**src/rtl/fetch_controller.sv**
```systemverilog
// fetch_controller
// Instruction fetch sequencer for the 32-bit MIPS core. Owns the program
// counter, addresses the combinational InstructionMemory, and registers each
// fetched word into the IF/ID stage behind a valid/ready handshake.
//
// Ports:
//   clk, reset            rising-edge clock, synchronous active-high reset
//   imem_addr / imem_instr word address out, instruction back (same cycle)
//   if_instr, if_pc        registered instruction and its word address
//   if_valid / id_ready    IF/ID handshake toward decode
//   branch_taken/_target   redirect from EX (wins over jump)
//   jump / jump_target     redirect from ID
//   halt                   HALT_INSTR seen, fetch stopped until reset
//   fetch_count            instructions delivered into IF/ID (wraps)
module fetch_controller #(
   parameter logic [31:0] RESET_PC   = 32'h0000_0000,
   parameter logic [31:0] HALT_INSTR = 32'hFFFF_FFFF
) (
   input  logic        clk,
   input  logic        reset,
   output logic [31:0] imem_addr,
   input  logic [31:0] imem_instr,
   output logic [31:0] if_instr,
   output logic [31:0] if_pc,
   output logic        if_valid,
   input  logic        id_ready,
   input  logic        branch_taken,
   input  logic [31:0] branch_target,
   input  logic        jump,
   input  logic [31:0] jump_target,
   output logic        halt,
   output logic [31:0] fetch_count
);

   typedef enum logic [1:0] {BOOT, FETCH, HALTED} state_t;

   state_t      state;
   logic [31:0] pc;

   assign imem_addr = pc;

   always_ff @(posedge clk) begin
      if (reset) begin
         state       <= BOOT;
         pc          <= RESET_PC;
         if_instr    <= 32'h0;
         if_pc       <= 32'h0;
         if_valid    <= 1'b0;
         halt        <= 1'b0;
         fetch_count <= 32'h0;
      end else begin
         case (state)
            // Single dead cycle after reset; redirects are ignored here.
            BOOT: state <= FETCH;

            FETCH: begin
               if (branch_taken || jump) begin
                  // Redirect flushes IF/ID, including a stalled valid word.
                  pc       <= branch_taken ? branch_target : jump_target;
                  if_valid <= 1'b0;
               end else if (!if_valid || id_ready) begin
                  if (imem_instr == HALT_INSTR) begin
                     // Halt word is never delivered; pc stays on it.
                     state    <= HALTED;
                     halt     <= 1'b1;
                     if_valid <= 1'b0;
                  end else begin
                     if_instr    <= imem_instr;
                     if_pc       <= pc;
                     if_valid    <= 1'b1;
                     pc          <= pc + 32'd1;
                     fetch_count <= fetch_count + 32'd1;
                  end
               end
               // Otherwise stalled: everything holds.
            end

            HALTED: begin
               if_valid <= 1'b0;
               halt     <= 1'b1;
            end

            default: state <= BOOT;
         endcase
      end
   end

endmodule

```
**config.mk**
```make
export PLATFORM = sky130hd
export DESIGN_NAME = fetch_controller
export DESIGN_NICKNAME = d
export VERILOG_FILES = /design/src/rtl/fetch_controller.sv
export SDC_FILE = /design/constraint.sdc
export NUM_CORES = 1
export LEC_CHECK = 0
export ABC_AREA = 1
export BUFFER_PORTS_ARGS = -buffer_cell sky130_fd_sc_hd__buf_2
export CAP_MARGIN = 20
export CORE_MARGIN = 10
export CORE_UTILIZATION = 40
export CTS_CLUSTER_DIAMETER = 80
export DETAILED_ROUTE_END_ITERATION = 7
export PLACE_DENSITY = 0.77
export REMOVE_ABC_BUFFERS = 1
export SYNTH_ARGS = -nofsm -noshare
export SYNTH_HDL_FRONTEND = slang
export SYNTH_SLANG_ARGS = --single-unit
```
**constraint.sdc**
```tcl
create_clock -name clk -period 4.5 [get_ports clk]
set_input_delay 0.9 -clock clk [delete_from_list [all_inputs] [get_ports clk]]
set_output_delay 0.9 -clock clk [all_outputs]
set_load 0.01 [all_outputs]
```
# After elaboration in Yosys (flattened, before gate mapping)
# Cells that the tools add are included.
# word_totals
reg_bits	132
output_inout_bits	130
in_bits	101
# classes
reduce_logical	11
addsub	2
n_bitwise	3
eq_ne	8
n_mux	16
# op_table
operator	count
2-to-1 mux 32 bit	4
adder 32 x 1 -> 32 bit, second input constant	2
== test 32 bit, second input constant	1
AND reduction 4 bit	3
inequality test 2 bit, second input constant	4
2-to-1 mux 1 bit	6
2-to-1 mux 2 bit	3
case mux 2 bit (3 select lines)	1
case mux 1 bit (2 select lines)	2
nonzero test 2 bit	2
inequality test 3 bit, second input constant	1
inverter 1 bit	3
AND reduction 3 bit	1
== test 2 x 1 -> 1 bit, second input constant	1
== test 2 bit, second input constant	1
logical NOT 2 bit	1
logical OR 1 bit	2
AND reduction 2 bit	1
logical NOT 1 bit	1

# Longest topological paths before layout
# depth
word_depth	5
mapped_depth	11
mapped_depth_nobuf	11

# Least setup slack after synthesis
# OpenSTA, ideal clock, no wires.
# synth_timing
path_kind	input to register
start	input imem_instr[23]
end	register if_pc[2]
setup_time_ns	0.132
setup_slack_ns	2.472
path_stages	11
arrival_ns	1.895
path_buffers	2
path_cell_list	nand2_1 > nor2_1 > nand2_1 > nor2_1 > nand2_2 > nand3_4 > inv_2 > buf_6 > buf_6 > nand2_1 > a21oi_1
# synth_between
elab_chain_cells	3
# synth_lines
element	line_no	text
start: declaration	22	input logic [31:0] imem_instr,
== test 32 bit	62	if (imem_instr == HALT_INSTR) begin
inverter 1 bit (no source line)	--	
AND reduction 4 bit (no source line)	--	
end signal: assignment	69	if_pc <= pc;
end: declaration	24	output logic [31:0] if_pc,
# No other way between the ends.
# A chain may end at the register's enable or synchronous reset.

# Final worst setup path
# layout_timing
start	input imem_instr[0]
end	register fetch_count[30]
# layout_between
elab_chain_cells	3
# layout_lines
element	line_no	text
== test 32 bit	62	
inverter 1 bit (no source line)	--	
AND reduction 4 bit (no source line)	--	
end signal: assignment	72	fetch_count <= fetch_count + 32'd1;
end: declaration	32	output logic [31:0] fetch_count
# No other way between the ends.

==> run_results.csv <==
group,metric,value,unit
status,status,"finished clean",
drt,drc,0,
worst_setup_path,reg2reg_slack,2.10,ns
drt,vias,8290,
drt,viasPerCell,4.96,
power,internal-power,2.19,mW
clock_tree,post_cts_buffers,0,
sta,tightest_slew,1.06,ns
power,leakagePower,4.04,nW
final_layout,multi_input_area,4210,um2
die,initial_utilization,0.407,
synthesis,syn-cell-area,7340,um2
synthesis,synth_ff_type,"dfxtp_1",
synthesis,synth-async-reset-ratio,0,
synthesis,yosysWarnings,0,
placed_design,gp_congestion,0.931,
worst_setup_path,critPathMaxStageDelay,0.58,ns
drt,drt_iter0_markers,518,
sta,fin_crit_sh,0.602,
global_routing,grt_pass1_wl,39000,um
drt,wirelength,24500,um
drt,postRouteAntennaNets,0,
min_path,hold_class,"reg -> reg",
power,p_sw,846,uW
worst_setup_path,arrival,3.04,ns
worst_setup_path,critPathBufInv,3,
worst_setup_path,crit_end,"fetch_count[30]$_SDFFE_PP0P_",
placed_design,numPortBuffers,230,
worst_setup_path,cp_slowest_cell,"buf_4",
sta,rsz0062_at_grt,"false",
synthesis,yosysMostFrequentCell,"nand2_1",
sta,clock_skew,0.0101,ns
worst_setup_path,worstPathRequired,4.84,ns
power,swShare,0.279,
worst_setup_path,start_kind,"primary input",
sta,finalSetupViolCount,0,
clock_tree,cts.clk_slew.worst_paths,0.06,ns
global_routing,grt_pass1_vias,7818,
final_layout,synthToLayoutAreaGrowth,24.5,%
clock_tree,clockBufferDepth,2,
sta,finalSetupTns,0,ns
worst_setup_path,end_kind,"flip-flop",
power,irDropWorstVdd,0.247,mV
final_layout,stdcell_count,1672,
clock_tree,cts_resized,0,
drt,post_drt_wl_per_cell,14.6,um
synthesis,synth-edff-count,0,
sta,finalHoldViolCount,0,
die,die_x,155,um
worst_setup_path,worst-path-max-fanout,48,
global_routing,gr-total-overflow,0,
power,power.share.clock,0.458,
synthesis,seq_area_frac_synth,0.360,
worst_setup_path,r2r_start,"state[0]$_SDFFE_PP0P_",
global_routing,grt_use_total,0.195,
die,io_pins,231,
final_layout,layout-drive-gt1-share,0.198,
worst_setup_path,cp_top_family,"buffers and inverters",
synthesis,synth_commonest_cells,"nand2_1, nor2_1, dfxtp_1, a21oi_1, o21ai_0",
worst_setup_path,crit_cells,11,
global_routing,grt_max_degree,98,
placed_design,dp.final_hpwl,17700,um
worst_setup_path,setup.worst_path.start,"imem_instr[0]",
min_path,holdPathStages,2,
sta,fmax,369,MHz
clock_tree,cts_tree,"yes",
worst_setup_path,reg2reg_to,"fetch_count[30]$_SDFFE_PP0P_",
die,rows,49,
power,power_frac_comb,0.123,
synthesis,post-synth-top-area-fraction,0.360,
final_layout,fillerInstances,1873,
synthesis,synth_area_leader_cell,"dfxtp_1",
power,powerDensity,332,nW/um2
run,maxCapViolCount,0,
clock_tree,cts-root-buf,"clkbuf_16",
worst_setup_path,path_cells,"buf_2, nand2_1, nor2_1, nand2_1, nor2_1, nand2_2, nand3_4, inv_2, buf_4, nand2_1, a21oi_1",
final_layout,final-seq-area,2640,um2
clock_tree,cts_buffers,17,
worst_setup_path,cp_common_cell,"nand2_1",
global_routing,antenna_found_initial,1,
sta,min_period,2.71,ns
synthesis,avgSynthCellArea,5.97,um2
die,die_h,155,um
synthesis,synthCells,1228,
clock_tree,insertion_delay,0.42,ns
synthesis,synthTopCellsByArea,"dfxtp_1, nand2_1, nor2_1, a21oi_1, o21ai_0",
sta,slew_headroom,0.294,
final_layout,layout.nets,1532,
sta,drv_slew,0,
die,core_area,18000,um2
clock_tree,cts_hold_buf,0,
worst_setup_path,path_class,"in -> reg",
synthesis,synth.distinct_cells,26,
clock_tree,cts_sinks,132,
worst_setup_path,rr_worst_depth,9,
synthesis,synth-seq-cells,132,
placed_design,place_inst,1639,
drt,drt_pass1_iterations,5,
power,share_seq_of_total_power,0.419,
die,die-area,24200,um2
clock_tree,h-tree-depth,4,
## cells in the final DEF, fill, tap and decap left out, types with 7 or more instances in the layout
cell type  instances
a21oi_1          105
buf_2            229
buf_4              7
clkbuf_16         17
dfxtp_1          132
inv_1             51
nand2_1          474
nand3_1           35
nand3b_1          19
nand4_1            8
nor2_1           258
o21ai_0           53
xor2_1             9
## logic make-up (layout without fill, tap and decap cells)
kind of cell,Yosys count,count (layout),synth area share
other cells,0,1,0
fa+ha+maj,2,2,0.00341
xor+xnor,11,11,0.0131
buf+inv,109,323,0.0667
flops,132,132,0.360
simple gates,808,808,0.442
compound gates,166,166,0.115
## registers in the layout, indices dropped and copies added (netlist names)
signal	cells
imem_addr	32
fetch_count	32
halt	1
state	2
if_valid	1
if_pc	32
if_instr	32
## area by class of cell
cell class,count,share of cell area
Multi-Input combinational cell,987,0.461
Sequential cell,132,0.289
Timing Repair Buffer,236,0.131
Clock buffer,18,0.0481
Tap cell,229,0.0314
Inverter,55,0.0226
Clock inverter,14,0.0164
Antenna cell,1,0.000274
## power groups by stage
stage | clock, mW | sequential [mW] | combinational [mW]
final | 1.39 | 1.27 | 0.373
after global placement | 0 | 1.29 | 0.368
after floorplan | 0 | 1.30 | 0.181
after CTS | 1.42 | 1.27 | 0.376
after global routing | 1.47 | 1.28 | 0.424
after detailed placement | 0 | 1.30 | 0.374
## layer usage
layer | track usage | part of all wire | up-vias
met4 | 0.0477 | 0.011 | 0
met5 | 0 | 0 | -
met3 | 0.0684 | 0.090 | 30
met1 | 0.224 | 0.40 | 3693
met2 | 0.336 | 0.49 | 299
li1 | - | - | 4268
## worst min-delay path: cells and delay by family (launching register included)
family,cells,cell delay [ns]
AO/OA/AOI/OAI,1,0.05
flip-flops,1,0.30
AND/OR/NAND/NOR,1,0.06
## worst min path at each step
stage	start	to	slack (ns)
global route	halt$_SDFFE_PP0P_	halt$_SDFFE_PP0P_	0.48
global placement	halt$_SDFFE_PP0P_	halt$_SDFFE_PP0P_	0.44
CTS	if_pc[21]$_SDFFE_PP0P_	if_pc[21]$_SDFFE_PP0P_	0.46
finish	if_pc[16]$_SDFFE_PP0P_	if_pc[16]$_SDFFE_PP0P_	0.46
detailed placement	halt$_SDFFE_PP0P_	halt$_SDFFE_PP0P_	0.45
floorplan	halt$_SDFFE_PP0P_	halt$_SDFFE_PP0P_	0.48
## stage by stage
step                      cell area, um2  hold slack, ns  setup slack [ns]  power, mW   util
after floorplan                     7050           0.476             0.831       1.48      -
after global placement              8540           0.436              1.39       1.66  0.474
after detailed placement            8540           0.451              1.33       1.67  0.474
after CTS                           9130           0.461              1.77       3.07  0.506
after global routing                9130           0.476              1.54       3.17  0.506
final                               9130           0.459              1.79       3.04  0.507
No activity file was read; power rests on OpenSTA's default activity.
